===== src/rtl/spi_arbiter.sv =====
// spi_arbiter: round-robin arbiter sharing one SPI controller between two requesters.
// Defining SPI_ARB_TIMEOUT_EN adds a WAIT watchdog and the o_err port.
module spi_arbiter #(
    parameter int unsigned TIMEOUT_CYCLES = 4096
) (
    input  logic        clk,
    input  logic        RST_N,
    input  logic        i_req0,
    input  logic        i_req1,
    input  logic [7:0]  i_cfg0,
    input  logic [7:0]  i_cfg1,
    input  logic [7:0]  i_tx0,
    input  logic [7:0]  i_tx1,
    output logic        o_gnt0,
    output logic        o_gnt1,
    output logic        o_done0,
    output logic        o_done1,
    output logic [7:0]  o_rx_byte,
    output logic [31:0] o_data_to_registers,
    output logic        o_wr_controll_reg,
    output logic        o_wr_data_reg,
    output logic        o_read_status_reg,
`ifdef SPI_ARB_TIMEOUT_EN
    output logic        o_err,
`endif
    input  logic        i_irq,
    input  logic [7:0]  i_data_reg
);

    if (TIMEOUT_CYCLES < 16 || TIMEOUT_CYCLES > 65535) begin : g_bad_timeout
        $error("spi_arbiter: TIMEOUT_CYCLES must be in 16..65535");
    end

    typedef enum logic [2:0] {IDLE, CFG, LOAD, WAIT, READ, DONE} state_e;

    state_e     state_q, state_d;
    logic       win_q, win_d;
    logic       last_q, last_d;
    logic [7:0] cfg_q, cfg_d;
    logic [7:0] tx_q, tx_d;
    logic [7:0] rx_q, rx_d;
    logic       timeout;

`ifdef SPI_ARB_TIMEOUT_EN
    localparam logic [15:0] TO_LAST = 16'(TIMEOUT_CYCLES - 1);
    logic [15:0] cnt_q, cnt_d;
    logic        err_q, err_d;
    assign timeout = cnt_q == TO_LAST;
    // counter is zero on every WAIT entry because it only runs inside WAIT
    assign cnt_d   = (state_q == WAIT) ? cnt_q + 16'd1 : 16'd0;
    assign err_d   = (state_q == WAIT) && !i_irq && timeout;
    assign o_err   = err_q;
    always_ff @(posedge clk or negedge RST_N) begin
        if (!RST_N) begin
            cnt_q <= 16'd0;
            err_q <= 1'b0;
        end else begin
            cnt_q <= cnt_d;
            err_q <= err_d;
        end
    end
`else
    assign timeout = 1'b0;
`endif

    always_ff @(posedge clk or negedge RST_N) begin
        if (!RST_N) state_q <= IDLE;
        else        state_q <= state_d;
    end

    always_comb begin
        state_d = state_q;
        case (state_q)
            IDLE:    state_d = (i_req0 || i_req1) ? CFG : IDLE;
            CFG:     state_d = LOAD;
            LOAD:    state_d = WAIT;
            WAIT:    state_d = (i_irq || timeout) ? READ : WAIT;
            READ:    state_d = DONE;
            default: state_d = IDLE;
        endcase
    end

    always_comb begin
        o_wr_controll_reg   = state_q == CFG;
        o_wr_data_reg       = state_q == LOAD;
        o_read_status_reg   = state_q == READ;
        o_gnt0              = (state_q != IDLE) && !win_q;
        o_gnt1              = (state_q != IDLE) && win_q;
        o_done0             = (state_q == DONE) && !win_q;
        o_done1             = (state_q == DONE) && win_q;
        o_data_to_registers = (state_q == CFG)  ? {24'b0, cfg_q | 8'h80} :
                              (state_q == LOAD) ? {24'b0, tx_q} : 32'b0;
    end

    assign o_rx_byte = rx_q;

    // on a tie the requester not granted last wins
    always_comb begin
        win_d  = win_q;
        last_d = last_q;
        cfg_d  = cfg_q;
        tx_d   = tx_q;
        rx_d   = (state_q == READ) ? i_data_reg : rx_q;
        if (state_q == IDLE && (i_req0 || i_req1)) begin
            win_d  = (i_req0 && i_req1) ? ~last_q : i_req1;
            last_d = win_d;
            cfg_d  = win_d ? i_cfg1 : i_cfg0;
            tx_d   = win_d ? i_tx1 : i_tx0;
        end
    end

    always_ff @(posedge clk or negedge RST_N) begin
        if (!RST_N) begin
            win_q  <= 1'b0;
            last_q <= 1'b1;
            cfg_q  <= 8'd0;
            tx_q   <= 8'd0;
            rx_q   <= 8'd0;
        end else begin
            win_q  <= win_d;
            last_q <= last_d;
            cfg_q  <= cfg_d;
            tx_q   <= tx_d;
            rx_q   <= rx_d;
        end
    end

endmodule


===== config.mk =====
export PLATFORM = sky130hd
export DESIGN_NAME = spi_arbiter
export DESIGN_NICKNAME = d
export VERILOG_FILES = /design/src/rtl/spi_arbiter.sv
export SDC_FILE = /design/constraint.sdc
export NUM_CORES = 1
export LEC_CHECK = 0
export CAP_MARGIN = 15
export CORE_MARGIN = 4
export CORE_UTILIZATION = 38
export DETAILED_ROUTE_END_ITERATION = 16
export PLACE_DENSITY_LB_ADDON = 0.3
export SLEW_MARGIN = 10
export SYNTH_ARGS = -nofsm -noshare
export SYNTH_HDL_FRONTEND = slang
export SYNTH_SLANG_ARGS = --single-unit

===== constraint.sdc =====
create_clock -name clk -period 1.9 [get_ports clk]
set_input_delay 0.19 -clock clk [delete_from_list [all_inputs] [get_ports clk]]
set_output_delay 0.19 -clock clk [all_outputs]
set_load 0.02 [all_outputs]

Word level (Yosys, flattened, before mapping):

Cells that the tools add are included.

* bits in registers: 28
* output and inout bits: 47
* word-level logic and storage cells: 30

* equality and inequality tests: 5
* mux-type cells: 8
* bitwise operators: 1
* reductions and logical operators: 10

Operators by type and width (number)
* 8-bit two-way mux: 3
* 3-bit one-hot mux with 5 select lines: 1
* 7-bit two-way mux: 1
* 3-bit by 2-bit equality test with 1-bit output, second input constant: 2
* 3-bit equality test, second input constant: 2
* 1-bit logical AND: 6
* 3-bit by 1-bit equality test with 1-bit output, second input constant: 1
* 3-bit logical NOT: 1
* 3-bit two-way mux: 1
* 3-bit nonzero test: 1
* 1-bit two-way mux: 2
* 1-bit logical NOT: 1
* 1-bit logical OR: 1
* 1-bit inverter: 1

Longest topological paths before layout:

Gate-level depths: netlist (run 1).

* depth after elaboration: 3
* depth in mapped cells: 5
* mapped depth without buffers: 3

Worst setup path before layout (run 1):

No wires, ideal clock.

* path kind: register to output
* start: register state_q[0]
* end: output port o_data_to_registers[0]
* arrival: 1.395 ns
* data required time: 1.710 ns
* path slack: 0.315 ns
* cell stages (with the launch flop): 4
* cells stage by stage: dfrtp_1 > buf_2 > nor3b_2 > a22o_1

* elaborated cells on any way between the ends: 4
* those cells by class: eq/ne (2); mux (2)

RTL lines
* start: declaration: line 36 `state_e state_q, state_d;`
* start signal: assignment: line 68 `else state_q <= state_d;`
* 3-bit by 1-bit equality test with 1-bit output
* via o_wr_controll_reg: line 20 `output logic o_wr_controll_reg,`
* 8-bit two-way mux: line 91 `o_data_to_registers = (state_q == CFG) ? {24'b0, cfg_q | 8'h80} :`
* end: declaration: line 19 `output logic [31:0] o_data_to_registers,`

The timed path passes the listed nets, and every way through them passes these cells.

Final worst setup path (run 1):

* start: register state_q[2]
* end: output port o_data_to_registers[4]

* cells in the longest elaborated chain, start to end: 3
* elaborated cells on any way between the ends: 4
* those cells by class: eq/ne (2); mux (2)

RTL lines
* 3-bit by 2-bit equality test with 1-bit output: line 92 `(state_q == LOAD) ? {24'b0, tx_q} : 32'b0;`
* 8-bit two-way mux: line 92
* 8-bit two-way mux (*): line 91

Every way passes the cells marked *; elsewhere a longest branch is shown, timed or not.

==> flow_summary.yaml, run 1 <==
timing:
  rsz0062_at_grt: "false"
  finalSetupViolCount: 0
  slew_viol_final: 0
  slew_headroom_pct: 64.4
  fin_skew_ns: 0.00690
  tns_ns: 0
  finalHoldViolations: 0
  period_minus_slack_ns: 1.77
  fin_ws_ns: 0.128
  worstMarginPinSlew_ns: 0.533
  max_freq_mhz: 564
  finalCritPeriodShare_pct: 93.3
synth:
  synthFlopType: "dfrtp_1"
  synth_async_sr_flop_share_pct: 100
  avgSynthCellArea_sq_um: 11.9
  ys_warn_count: 0
  synthCells: 132
  ys_seq_area_share_pct: 44.6
  ys_types: 33
  synth-edff-count: 0
  syn-cell-area_sq_mm: 0.00158
  yosys_register_bits: 28
place:
  dpl.hpwl_um: 3060
  pre_cts_ws_ns: 0.140
  place_inst: 248
  gp_congestion: 0.790
  port_buffers: 65
finish:
  nets: 248
  fin_cells: 252
  diodes: 0
  final_common_cell: "clkdlybuf4s50_1"
  fin_util_pct: 56.4
  final_layout_size_suffix_gt1_share_pct: 17.3
  final_cell_mix: "clkdlybuf4s50_1, dfrtp_1, conb_1, nand4b_1, buf_4"
  syn2layout_area_growth_pct: 43.2
clock_network:
  clockBufferDepth: 2
  cts_setup_buffers: 0
  clk_latency_ns: 0.27
  cts_root_buf: "clkbuf_8"
  clk_pin_slew_ns: 0.09
  cts_buffers: 3
  holdBufCountCts: 0
  cts_max_level: 1
  cts_sinks: 28
  tritoncts: "built"
global_route:
  grt_pass1_wl_um: 6650
  grtUsageTotal_pct: 16.0
  grtUsageMet3_pct: 3.88
  busiest_layer: "met2"
  gr-usage-met2_pct: 26.5
  grt_overflow: 0
  antenna_found_initial: 0
  grtUsageMet1_pct: 20.2
  grt_max_degree: 29
  grt_pass1_vias: 1375
die:
  dieArea_sq_mm: 0.00524
  ioPinCount: 92
  fp.dieH_um: 72.4
  core_sq_mm: 0.00400
  initial_utilization_pct: 39.4
  rows: 23
  die_x_um: 72.4
power_and_ir_drop:
  seqPwrFrac_pct: 31.5
  p_sw_share_pct: 39.7
  power.internal_w: 0.00209
  clockPowerShare_pct: 9.4
  p_leak_nw: 0.980
  ir_worst_vdd_mv: 0.811
  combPwrFrac_pct: 59.1
  cellPowerDensity_mw_per_mm2: 1530
  power_switching_w: 0.00137
  p_total_w: 0.00346
setup_path:
  reg2reg_slack_ns: 0.19
  arrival_ns: 1.58
  end_kind: "output pin"
  worst_setup_path_start_kind: "register"
  critPathMaxFanout: 3
  path_class: "register to output pin"
  required_ns: 1.71
run_status:
  status: "finished, final reports clean"
routing:
  wl_per_cell_um: 15.9
  wl_um: 4010
  ant_nets: 0
  drt-initial-drc-count: 99
  dr_total_vias: 1284
  drt_first_pass_iters: 4
  drc: 0
  vias_per_cell: 5.10
job:
  max-cap-violations: 0
worst_hold_path:
  worstHoldPathType: "input port to asynchronous set/reset pin"
final timing paths:
kind,from,to,cells after the start
max,state_q[2],o_data_to_registers[4],5
max in group asynchronous,RST_N,last_q,2
min reg2reg,o_rx_byte[3],o_rx_byte[3],1
max reg2reg,state_q[2],tx_q[3],5
min in group clk,o_rx_byte[3],o_rx_byte[3],1
min,RST_N,o_rx_byte[5],2
final cells by class:
cell class | count | area (sq um)
fill | 346 | 1740
timing repair buffer | 76 | 728
multi-input combinational | 94 | 718
sequential | 28 | 702
tap | 50 | 62.6
clock buffer | 4 | 45.0
stage by stage:
stage / area [sq um] / hold WS (ns)
floorplan: 1660 / -0.106
global placement: 2220 / 0.467
detailed placement: 2220 / 0.495
global route: 2260 / 0.337
CTS: 2250 / 0.316
finish: 2260 / 0.305
power groups by stage:
stage          combinational, W  sequential, W  clock [W]
3_3_place_gp            0.00213        0.00108          0
6_report                0.00204        0.00109   0.000326
3_5_place_dp            0.00217        0.00110          0
4_1_cts                 0.00206        0.00109   0.000351
2_1_floorplan           0.00121        0.00117          0
5_1_grt                 0.00221        0.00113   0.000377
worst max-delay path, cell delays in order (launching register included):
cell and delay [ns]:
dfrtp_1 0.41, nand2b_1 0.19, nor2_2 0.11, buf_4 0.14, a22o_1 0.13, dlygate4sd2_1 0.33
logic make-up after synthesis:
family | share of synthesized area, %
buffers and inverters | 15.3
AO/OA/AOI/OAI | 17.8
other | 0.238
flip-flops | 44.6
multiplexers | 5.72
AND/OR/NAND/NOR | 16.4
sequential cells by signal (all words and copies together), names as in the netlist:
signal     cells
tx_q           8
win_q          1
state_q        3
last_q         1
cfg_q          7
o_rx_byte      8
synthesized netlist by cell type, types with 2 or more instances:
| cell type | instances | share of area (%) |
|---|---|---|
| clkbuf_1 | 2 | 0.48 |
| nor2_1 | 2 | 0.48 |
| a22o_1 | 7 | 3.9 |
| nand2_1 | 3 | 0.71 |
| o221a_2 | 6 | 4.3 |
| a21oi_1 | 2 | 0.64 |
| o221a_1 | 9 | 6.4 |
| dfrtp_1 | 27 | 43 |
| buf_2 | 4 | 1.3 |
| mux2_2 | 7 | 5.0 |
| nand2b_1 | 2 | 0.79 |
| buf_4 | 24 | 11 |
| buf_6 | 3 | 2.1 |
| nand4b_1 | 15 | 8.3 |
metal layers:
| metal | share of wire (%) | wire length [um] |
|---|---|---|
| met5 | 0 | 0 |
| met1 | 40 | 1620 |
| met2 | 50 | 2020 |
| met4 | 0.92 | 37 |
| met3 | 8.2 | 328 |
repair_timing:
| item | CTS | global route |
|---|---|---|
| resized for setup | 12 | 10 |
| endpoints found under the setup margin | 12 | 9 |
| cloned | 0 | 0 |
Power figures use the tool's default switching activity.
==> run 2: changes to the inputs <==
--- a/config.mk
+++ b/config.mk
@@ -7,9 +7,11 @@
 export LEC_CHECK = 0
 export CAP_MARGIN = 15
 export CORE_MARGIN = 4
-export CORE_UTILIZATION = 38
+export CORE_UTILIZATION = 39
+export CTS_BUF_LIST = sky130_fd_sc_hd__clkbuf_2 sky130_fd_sc_hd__clkbuf_4 sky130_fd_sc_hd__clkbuf_8
 export DETAILED_ROUTE_END_ITERATION = 16
 export PLACE_DENSITY_LB_ADDON = 0.3
+export SETUP_SLACK_MARGIN = 0.05
 export SLEW_MARGIN = 10
 export SYNTH_ARGS = -nofsm -noshare
 export SYNTH_HDL_FRONTEND = slang
==> flow_summary.yaml, run 2 (synthesis gave the netlist of run 1 again) <==
setup_path:
  critPathSlowestCell: "dfrtp_1"
  end_kind: "register"
  r2r_start: "state_q[0]"
  required_ns: 2.10
  path_class: "register to register"
  worst_setup_path_start_kind: "register"
  worstSetupStartpoint: "state_q[0]"
  critPathMaxFanout: 20
  slowest_delay_ns: 0.44
  arrival_ns: 1.93
  cp_cell_sequence: "buf_4 -> nor3_4 -> buf_12 -> o21a_2 -> o221a_1"
routing:
  wl_per_cell_um: 15.9
  vias_per_cell: 5.10
  wl_um: 3970
  dr_total_vias: 1269
  ant_nets: 0
  drc: 0
  drt-initial-drc-count: 45
  drt_first_pass_iters: 4
clock_network:
  cts_max_level: 1
  tritoncts: "built"
  clockBufferDepth: 2
  clk_pin_slew_ns: 0.09
  cts_setup_buffers: 0
  cts_root_buf: "clkbuf_8"
  holdBufCountCts: 0
  cts_sinks: 28
  cts_buffers: 3
  clk_latency_ns: 0.26
global_route:
  antenna_found_initial: 0
  grt_overflow: 0
  grt_max_degree: 29
  grt_pass1_vias: 1425
  grtUsageTotal_pct: 15.7
  grt_pass1_wl_um: 6640
power_and_ir_drop:
  clockPowerShare_pct: 10.3
  ir_worst_vdd_mv: 0.633
  p_leak_nw: 0.949
  p_sw_share_pct: 40.1
  power_switching_w: 0.00138
  power.internal_w: 0.00207
  seqPwrFrac_pct: 31.6
  cellPowerDensity_mw_per_mm2: 1550
  combPwrFrac_pct: 58.1
timing:
  slew_headroom_pct: 61.1
  fin_skew_ns: 0.00424
  rsz0062_at_grt: "false"
  worstMarginPinSlew_ns: 0.584
  slew_viol_final: 0
  finalHoldViolations: 0
  finalCritPeriodShare_pct: 91.2
  tns_ns: 0
  max_freq_mhz: 577
  fin_ws_ns: 0.167
  finalSetupViolCount: 0
  period_minus_slack_ns: 1.73
  whs_ns: 0.303
die:
  core_sq_mm: 0.00377
  rows: 22
  fp.dieH_um: 71.6
  initial_utilization_pct: 41.8
  ioPinCount: 92
  die_x_um: 71.6
  dieArea_sq_mm: 0.00512
finish:
  final_common_cell: "clkdlybuf4s50_1"
  syn2layout_area_growth_pct: 41.7
  final_cell_mix: "clkdlybuf4s50_1, dfrtp_1, conb_1, nand4b_1"
  diodes: 0
  nets: 247
  fin_util_pct: 59.2
  final_layout_size_suffix_gt1_share_pct: 20.9
  ff_latch_area_sq_um: 702
  fillers: 328
  multiInputGateArea_sq_um: 726
place:
  dpl.hpwl_um: 3060
  pre_cts_ws_ns: 0.0774
  gp_congestion: 0.761
  port_buffers: 65
job:
  max-cap-violations: 0
worst_hold_path:
  worstHoldPathType: "input port to asynchronous set/reset pin"
run_status:
  status: "finished, final reports clean"
-- run 2: power by group through the flow --
| stage | combinational [W] | sequential (W) | clock (W) |
|---|---|---|---|
| floorplan | 0.00121 | 0.00117 | 0 |
| global placement | 0.00214 | 0.00108 | 0 |
| detailed placement | 0.00219 | 0.00110 | 0 |
| CTS | 0.00206 | 0.00109 | 0.000368 |
| global route | 0.00217 | 0.00113 | 0.000400 |
| finish | 0.00201 | 0.00109 | 0.000355 |
-- run 2: critical path, delay by kind of cell (launching register included) --
family,cells,cell delay (ns)
and+or+nand+nor,1,0.24
DFF,1,0.44
buffers and inverters,2,0.37
AOI/OAI and AO/OA,2,0.61
-- run 2: path summary, 6_finish.rpt --
| kind | end | slack (ns) | cells after the start |
|---|---|---|---|
| min | o_rx_byte[6] | 0.30 | 2 |
| max | tx_q[4] | 0.17 | 5 |
| max in group asynchronous | last_q | 1.29 | 2 |
| min in group clk | o_rx_byte[6] | 0.50 | 1 |
| max reg2reg | tx_q[4] | 0.17 | 5 |
| min reg2reg | o_rx_byte[6] | 0.50 | 1 |
-- run 2: metal layers --
metal	wire [um]	GRT usage, %
met4	8	1.88
met2	2030	27.9
met5	0	0
met3	331	3.09
met1	1590	20.4
-- run 2: final cells by class --
cell class / instances / share of cell area [%]
multi-input cells: 94 / 32.5
flip-flops and latches: 28 / 31.4
repair buffers: 75 / 30.9
well taps: 48 / 2.69
clock buffers: 4 / 2.47
-- run 2: repair_timing --
action	4_1_cts	5_1_grt
hold endpoints to repair	0	0
setup endpoints to repair	17	8
gates resized for setup	16	16
gates cloned	0	0
-- run 2: stage by stage --
step | area, sq um | cells | power, W
final | 2230 | 249 | 0.00345
after global routing | 2230 | 249 | 0.00370
after CTS | 2260 | 249 | 0.00352
after detailed placement | 2220 | 245 | 0.00328
after global placement | 2220 | 245 | 0.00322
after floorplan | 1660 | 155 | 0.00238
